<file path="config.mk">
export PLATFORM = sky130hd
export DESIGN_NAME = arb_rr_8t1_sel_flat
export DESIGN_NICKNAME = d
export VERILOG_FILES = /design/src/rtl/arb_rr_8t1_sel_if.sv /design/src/rtl/arb_rr_8t1_sel.sv /design/src/flat_wrapper.sv
export SDC_FILE = /design/constraint.sdc
export NUM_CORES = 1
export LEC_CHECK = 0
export ABC_AREA = 1
export BUFFER_PORTS_ARGS = -buffer_cell sky130_fd_sc_hd__buf_2
export CORE_ASPECT_RATIO = 0.7
export CORE_UTILIZATION = 58
export CTS_BUF_LIST = sky130_fd_sc_hd__clkbuf_8
export DETAILED_ROUTE_END_ITERATION = 10
export GPL_TIMING_DRIVEN = 0
export PLACE_DENSITY = 0.85
export SLEW_MARGIN = 20
export SYNTH_ARGS = -nofsm -noshare
export SYNTH_HDL_FRONTEND = slang
export SYNTH_SLANG_ARGS = --single-unit
</file>
<file path="constraint.sdc">
create_clock -name CLK -period 3.38 [get_ports CLK]
set_input_delay 0.338 -clock CLK [delete_from_list [all_inputs] [get_ports CLK]]
set_output_delay 0.338 -clock CLK [all_outputs]
set_load 0.02 [all_outputs]
</file>
<file path="src/rtl/arb_rr_8t1_sel_if.sv">
// Handshake bundle between up to eight requesters/consumer and the round-robin
// select arbiter that steers the downstream 8:1 data mux.
interface arb_rr_8t1_sel_if;
    logic [7:0] REQ;
    logic       DONE;
    logic [2:0] SEL;
    logic [7:0] GNT;
    logic       VALID;
    logic       TOUT;

    // Requester/consumer side: drives requests and completion, observes the grant.
    modport master (
        output REQ,
        output DONE,
        input  SEL,
        input  GNT,
        input  VALID,
        input  TOUT
    );

    // Arbiter side.
    modport slave (
        input  REQ,
        input  DONE,
        output SEL,
        output GNT,
        output VALID,
        output TOUT
    );
endinterface

</file>
<file path="src/rtl/arb_rr_8t1_sel.sv">
// Round-robin arbiter producing the registered 3-bit select for an 8:1 mux.
// Optional forced-release timeout is enabled by defining ARB_TIMEOUT_EN.
module arb_rr_8t1_sel #(
    parameter int unsigned TIMEOUT = 16,
    parameter int unsigned CW      = 8
) (
    input  logic                 CLK,
    input  logic                 RST,
    arb_rr_8t1_sel_if.slave      bus
);

    typedef enum logic {
        IDLE  = 1'b0,
        GRANT = 1'b1
    } state_t;

    if (TIMEOUT < 2 || TIMEOUT > 255 || (64'd1 << CW) <= 64'(TIMEOUT)) begin : g_bad_cfg
        $error("arb_rr_8t1_sel: TIMEOUT must be 2..255 and fit in CW bits");
    end

    state_t     state, state_nxt;
    logic [2:0] sel_q, sel_nxt;
    logic [7:0] gnt_q, gnt_nxt;
    logic       valid_q, valid_nxt;
    logic [2:0] last_q, last_nxt;
    logic [2:0] pick;
    logic       found;
    logic       release_c;

    // Scan starts one past the last winner so that winner ends up lowest priority.
    always_comb begin
        pick  = '0;
        found = 1'b0;
        for (int unsigned i = 1; i <= 8; i++) begin
            logic [2:0] idx;
            idx = last_q + 3'(i);
            if (!found && bus.REQ[idx]) begin
                found = 1'b1;
                pick  = idx;
            end
        end
    end

    assign release_c = bus.DONE | ~bus.REQ[sel_q];

`ifdef ARB_TIMEOUT_EN
    localparam logic [CW-1:0] TLIM = CW'(TIMEOUT - 1);

    logic [CW-1:0] cnt_q, cnt_nxt;
    logic          tout_q, tout_nxt;

    always_comb begin
        state_nxt = state;
        sel_nxt   = sel_q;
        gnt_nxt   = gnt_q;
        valid_nxt = valid_q;
        last_nxt  = last_q;
        cnt_nxt   = cnt_q;
        tout_nxt  = 1'b0;
        unique case (state)
            IDLE: begin
                if (found) begin
                    state_nxt = GRANT;
                    sel_nxt   = pick;
                    gnt_nxt   = 8'b1 << pick;
                    valid_nxt = 1'b1;
                    last_nxt  = pick;
                    cnt_nxt   = '0;
                end
            end
            GRANT: begin
                if (release_c) begin
                    state_nxt = IDLE;
                    gnt_nxt   = '0;
                    valid_nxt = 1'b0;
                end else if (cnt_q == TLIM) begin
                    // Forced release keeps LAST, so the hog drops to lowest priority.
                    state_nxt = IDLE;
                    gnt_nxt   = '0;
                    valid_nxt = 1'b0;
                    tout_nxt  = 1'b1;
                end else begin
                    cnt_nxt = cnt_q + 1'b1;
                end
            end
            default: state_nxt = IDLE;
        endcase
    end

    always_ff @(posedge CLK) begin
        if (RST) begin
            cnt_q  <= '0;
            tout_q <= 1'b0;
        end else begin
            cnt_q  <= cnt_nxt;
            tout_q <= tout_nxt;
        end
    end

    assign bus.TOUT = tout_q;
`else
    always_comb begin
        state_nxt = state;
        sel_nxt   = sel_q;
        gnt_nxt   = gnt_q;
        valid_nxt = valid_q;
        last_nxt  = last_q;
        unique case (state)
            IDLE: begin
                if (found) begin
                    state_nxt = GRANT;
                    sel_nxt   = pick;
                    gnt_nxt   = 8'b1 << pick;
                    valid_nxt = 1'b1;
                    last_nxt  = pick;
                end
            end
            GRANT: begin
                if (release_c) begin
                    state_nxt = IDLE;
                    gnt_nxt   = '0;
                    valid_nxt = 1'b0;
                end
            end
            default: state_nxt = IDLE;
        endcase
    end

    assign bus.TOUT = 1'b0;
`endif

    // SEL is deliberately left untouched on release so the mux output stays steady.
    always_ff @(posedge CLK) begin
        if (RST) begin
            state   <= IDLE;
            sel_q   <= '0;
            gnt_q   <= '0;
            valid_q <= 1'b0;
            last_q  <= 3'd7;
        end else begin
            state   <= state_nxt;
            sel_q   <= sel_nxt;
            gnt_q   <= gnt_nxt;
            valid_q <= valid_nxt;
            last_q  <= last_nxt;
        end
    end

    assign bus.SEL   = sel_q;
    assign bus.GNT   = gnt_q;
    assign bus.VALID = valid_q;

endmodule

</file>
<file path="src/flat_wrapper.sv">
// flat-port wrapper written by rule: the top's interface ports become plain ports
module arb_rr_8t1_sel_flat 
#(
    parameter int unsigned TIMEOUT = 16,
    parameter int unsigned CW      = 8
)
  (CLK, RST, bus_REQ, bus_DONE, bus_SEL, bus_GNT, bus_VALID, bus_TOUT);
  arb_rr_8t1_sel_if bus_i ();
  input  logic CLK;
  input  logic RST;
  input wire logic [$bits(bus_i.REQ)-1:0] bus_REQ;
  input wire logic [$bits(bus_i.DONE)-1:0] bus_DONE;
  output wire logic [$bits(bus_i.SEL)-1:0] bus_SEL;
  output wire logic [$bits(bus_i.GNT)-1:0] bus_GNT;
  output wire logic [$bits(bus_i.VALID)-1:0] bus_VALID;
  output wire logic [$bits(bus_i.TOUT)-1:0] bus_TOUT;
  assign bus_i.REQ = bus_REQ;
  assign bus_i.DONE = bus_DONE;
  assign bus_SEL = bus_i.SEL;
  assign bus_GNT = bus_i.GNT;
  assign bus_VALID = bus_i.VALID;
  assign bus_TOUT = bus_i.TOUT;
  arb_rr_8t1_sel #(.TIMEOUT(TIMEOUT), .CW(CW)) u_core (.CLK(CLK), .RST(RST), .bus(bus_i));
endmodule
</file>
Yosys cells after proc, flatten, opt, wreduce, memory -nomap -nowiden
Index checks and enable logic that the tools add are counted.
{"block": "op_classes", "n_addsub": 7, "n_lt_le_gt_ge": 9, "n_eq_ne": 2, "shift": 1, "n_mux": 43, "bitwise": 3, "reduce_logical": 16}
{"op": "$lt A3 B4 Y1 const B", "n": 9}
{"op": "$bmux W1 S3", "n": 9}
{"op": "$mux W3", "n": 8}
{"op": "$mux W1", "n": 21}
{"op": "$mux W8", "n": 2}
{"op": "$pmux W8 S2", "n": 1}
{"op": "$add A3 B3 Y3 const B", "n": 4}
{"op": "$shl A1 B3 Y8 const A", "n": 1}
{"op": "$logic_and A1 B1 Y1", "n": 7}
{"op": "$logic_not A1 Y1", "n": 7}
{"op": "$add A3 B2 Y3 const B", "n": 2}
{"op": "$pmux W1 S2", "n": 2}
{"op": "$reduce_and A2 Y1", "n": 2}
{"op": "$add A3 B1 Y3 const B", "n": 1}
{"op": "$ne A2 B1 Y1 const B", "n": 1}
{"op": "$ne A2 B2 Y1 const B", "n": 1}
{"op": "$not A1 Y1", "n": 2}
{"op": "$or A1 B1 Y1", "n": 1}
{"block": "word_totals", "regBits": 16}

Depth between registers and ports, before layout
{"block": "logic_depth", "ltp_word": 28, "mapped_depth": 21}

Least setup slack after synthesis
No wires, ideal clock.
{"block": "synth_timing", "kind": "reg-to-reg", "start": "register u_core.last_q[1]", "end": "register u_core.gnt_q[2], in the netlist u_core.bus.GNT[2]", "setup_time_ns": 0.132, "arrival_ns": 2.238, "required_time_ns": 3.248, "path_slack_ns": 1.010, "stages_incl_launch_ff": 19, "path_buffers": 2, "cell_sequence": "dfxtp_1 -> buf_6 -> inv_2 -> ha_1 -> buf_2 -> inv_1 -> nand3_1 -> nand3_2 -> nand2_4 -> nor2_4 -> nand4_2 -> nor2_4 -> nand3b_2 -> nand2_4 -> inv_4 -> nand3_1 -> nor2_1 -> nor2_1 -> nor2_1"}
{"block": "synth_via", "elab_chain_cells": 28, "elab_cells_between_ends": 58}
{"item": "from (decl)", "line_no": "arb_rr_8t1_sel.sv:25", "source": "logic [2:0] last_q, last_nxt;"}
{"item": "from (signal assigned)", "line_no": "arb_rr_8t1_sel.sv:145", "source": "last_q <= last_nxt;"}
{"item": "$add A3 B1 Y3", "line_no": "arb_rr_8t1_sel.sv:36", "source": "idx = last_q + 3'(i);"}
{"item": "$bmux W1 S3", "line_no": "arb_rr_8t1_sel.sv:37", "source": "if (!found && bus.REQ[idx]) begin"}
{"item": "$mux W1 (implied by the code)", "line_no": "arb_rr_8t1_sel.sv:37"}
{"item": "$mux W1", "line_no": "arb_rr_8t1_sel.sv:37"}
{"item": "$logic_not A1 Y1", "line_no": "arb_rr_8t1_sel.sv:37"}
{"item": "$logic_and A1 B1 Y1", "line_no": "arb_rr_8t1_sel.sv:37"}
{"item": "$mux W1", "line_no": "arb_rr_8t1_sel.sv:37"}
{"item": "$logic_not A1 Y1", "line_no": "arb_rr_8t1_sel.sv:37"}
{"item": "[12 not listed]"}
{"item": "$logic_and A1 B1 Y1", "line_no": "arb_rr_8t1_sel.sv:37"}
{"item": "$mux W1", "line_no": "arb_rr_8t1_sel.sv:37"}
{"item": "$logic_not A1 Y1", "line_no": "arb_rr_8t1_sel.sv:37"}
{"item": "$logic_and A1 B1 Y1", "line_no": "arb_rr_8t1_sel.sv:37"}
{"item": "$mux W3", "line_no": "arb_rr_8t1_sel.sv:37"}
{"item": "$shl A1 B3 Y8", "line_no": "arb_rr_8t1_sel.sv:113", "source": "gnt_nxt = 8'b1 << pick;"}
{"item": "$mux W8", "line_no": "arb_rr_8t1_sel.sv:110", "source": "if (found) begin"}
{"item": "$pmux W8 S2", "line_no": "arb_rr_8t1_sel.sv:108", "source": "unique case (state)"}
{"item": "to (signal assigned)", "line_no": "arb_rr_8t1_sel.sv:143", "source": "gnt_q <= gnt_nxt;"}
{"item": "to (decl)", "line_no": "arb_rr_8t1_sel.sv:23", "source": "logic [7:0] gnt_q, gnt_nxt;"}
Parallel ways exist; a longest one is shown, timed or not. The select of a mux whose other input is x is not followed.
A chain may end at the register's enable or synchronous reset.

Worst setup path in the final report
{"block": "layout_timing", "start": "register u_core.last_q[1]", "end": "register u_core.gnt_q[5], in the netlist u_core.bus.GNT[5]"}
Same word-level chain as after synthesis.

==> flow_metrics.tcl <==
set metrics [dict create \
    status "finished clean" \
    yosysWarnings 0 \
    clock_tree.buffer_depth 2 \
    startpoint_type "flip-flop" \
    chipHeight_um 44.48 \
    yosysSeqAreaShare_pct 21.42 \
    crit_fanout 10 \
    clk_pin_slew_ps 60 \
    dpl.hpwl_mm 2.730 \
    ioPinCount 24 \
    syn-num-nets 249 \
    crit_required_ps 3560 \
    clock_sinks 16 \
    syn_area_per_cell_um2 6.336 \
    grt_overflow_total 0 \
    slew_violations 0 \
    synth-seq-cells 16 \
    slew_headroom_pct 64.85 \
    drive_gt1_share_pct 25.57 \
    worstHoldPathCells 2 \
    worstSetupEndpointType "flip-flop" \
    cts_buffers 3 \
    drc 0 \
    routedWlPerCell_um 11.70 \
    finalCritPeriodShare_pct 83.79 \
    grt_util_met2_pct 38.26 \
    setup_viol 0 \
    syn2layout_area_growth_pct 13.72 \
    fin_tns_setup_ps 0 \
    ys_top_cells_by_area "dfxtp_1, nand2_1, nand3_1" \
    ys.flop_type "dfxtp_1" \
    syn_area_um2 1495 \
    grt.met1_usage_pct 38.40 \
    yosysMostFrequentCell "nand2_1" \
    clock_latency_ps 250 \
    critPathKind "reg2reg" \
    synth_cells 236 \
    met3_usage_pct 6.959 \
    rsz0062_at_grt "false" \
    drt_iter0_markers 129 \
    synth_edf_count 0 \
    yosysTopAreaCell "dfxtp_1" \
    hold_viol_final 0 \
    rows 14 \
    cts_tree "built" \
    dieArea_um2 2788 \
    root_buffer "clkbuf_8" \
    netlist.area_leader.share_pct 21.42 \
    die_w_um 62.69 \
    grt_pass1_wl_mm 5.499 \
    htreeDepth 1 \
    coreArea_um2 2295 \
    first_pass_iters 4 \
    hold_class "in2reg" \
    grt_usage_pct 25.95 \
    start_util_pct 65.16 \
    postCtsSetupBuffers 0 \
    io_buffer_count 22 \
    viasPerCell 5.384 \
    arrival_ps 3010 \
    worstMarginPinSlew_ps 527.2 \
    antenna_found_initial 0 \
    layout_min_cycle_time_ps 2832 \
    netlist-cell-type-count 34 \
    place.gp.congestion 0.8912 \
    vias 1583 \
    skew_ps 2.144 \
    cts_resized 0 \
    cts.hold.buffers_added 0 \
    ant_nets 0 \
    drv_cap 0 \
    drt-total-wl_mm 3.441 \
    max_freq_mhz 353.1 \
    grt.busiest_layer "met1" \
    antenna_cells 0 \
    synth_top_cells_by_count "nand2_1, nand3_1, nor2_1" \
    rr_worst_depth 15 \
    async_reset_ff_share_pct 0 \
    grt_pass1_vias 1207 \
    layout.nets 276 \
    grt_max_degree 11 \
]
through the flow:
stage	area, um^2	hold slack, ps	instances	worst slack (ps)	utilization, %
floorplan	1495	407.1	236	1010	-
detailed placement	1645	463.3	290	656.5	71.70
global placement	1645	461.6	290	686.4	71.70
finish	1700	271.5	294	547.8	74.10
global route	1700	273.9	294	362.1	74.10
CTS	1700	266.8	294	621.8	74.10
registers in the layout (all words and copies together) (netlist names):
| name | flops |
|---|---|
| u_core.state | 1 |
| u_core.bus.GNT | 8 |
| u_core.bus.VALID | 1 |
| u_core.bus.SEL | 3 |
| u_core.last_q | 3 |
routing by layer:
metal / routed length, um / vias up / share of wire (%)
met4: 4 / 0 / 0.12
met1: 1755 / 690 / 51
li1: - / 826 / -
met3: 277 / 2 / 8.0
met5: 0 / - / 0
met2: 1404 / 65 / 41
worst max-delay path, cell delays in order (launching register included):
cell and delay [ps]:
dfxtp_1 340, buf_6 170, inv_2 110, ha_1 290, buf_2 170, inv_1 160
nand3_1 150, nand3_1 140, nand2_2 90, inv_1 120, nand4_2 130, nor2_4 170
nand4_1 170, a21oi_1 300, nand2_1 130, a21oi_2 120
layout make-up:
cell class | count | area, um^2
Buffer | 6 | 50.05
Clock buffer | 4 | 55.05
Fill cell | 205 | 594.3
Inverter | 26 | 101.3
Multi-Input combinational cell | 188 | 1023
Sequential cell | 16 | 320.3
Tap cell | 32 | 40.04
Timing Repair Buffer | 22 | 110.1
path summary, 6_finish.rpt:
check	slack, ps	to	startpoint
max	550	u_core.bus.GNT[5]	u_core.last_q[1]
min	270	u_core.state	RST
max reg2reg	550	u_core.bus.GNT[5]	u_core.last_q[1]
min reg2reg	480	u_core.bus.GNT[4]	u_core.bus.GNT[4]
layout by cell type (no fill, tap or decap), types with 4 or more instances in the layout:
cell type	count
nand2_1	67
nand3_1	34
nor2_1	27
buf_2	23
inv_1	20
dfxtp_1	16
nand2_2	7
nand4_1	6
a21oi_1	6
o21ai_0	6
nand3_2	5
inv_2	4
a21oi_2	4
clkbuf_8	4
logic make-up after synthesis:
group	after synthesis	synth area share (%)
other cells	1	0.2508
buf+inv	32	10.12
xor+xnor	3	4.268
compound gates	25	11.13
fa+ha+maj	2	1.673
flops	16	21.42
simple gates	157	51.13
Power is left out: the tool's default activity adds up to more than one toggle a clock period on the data nets, which glitch-free logic cannot reach.
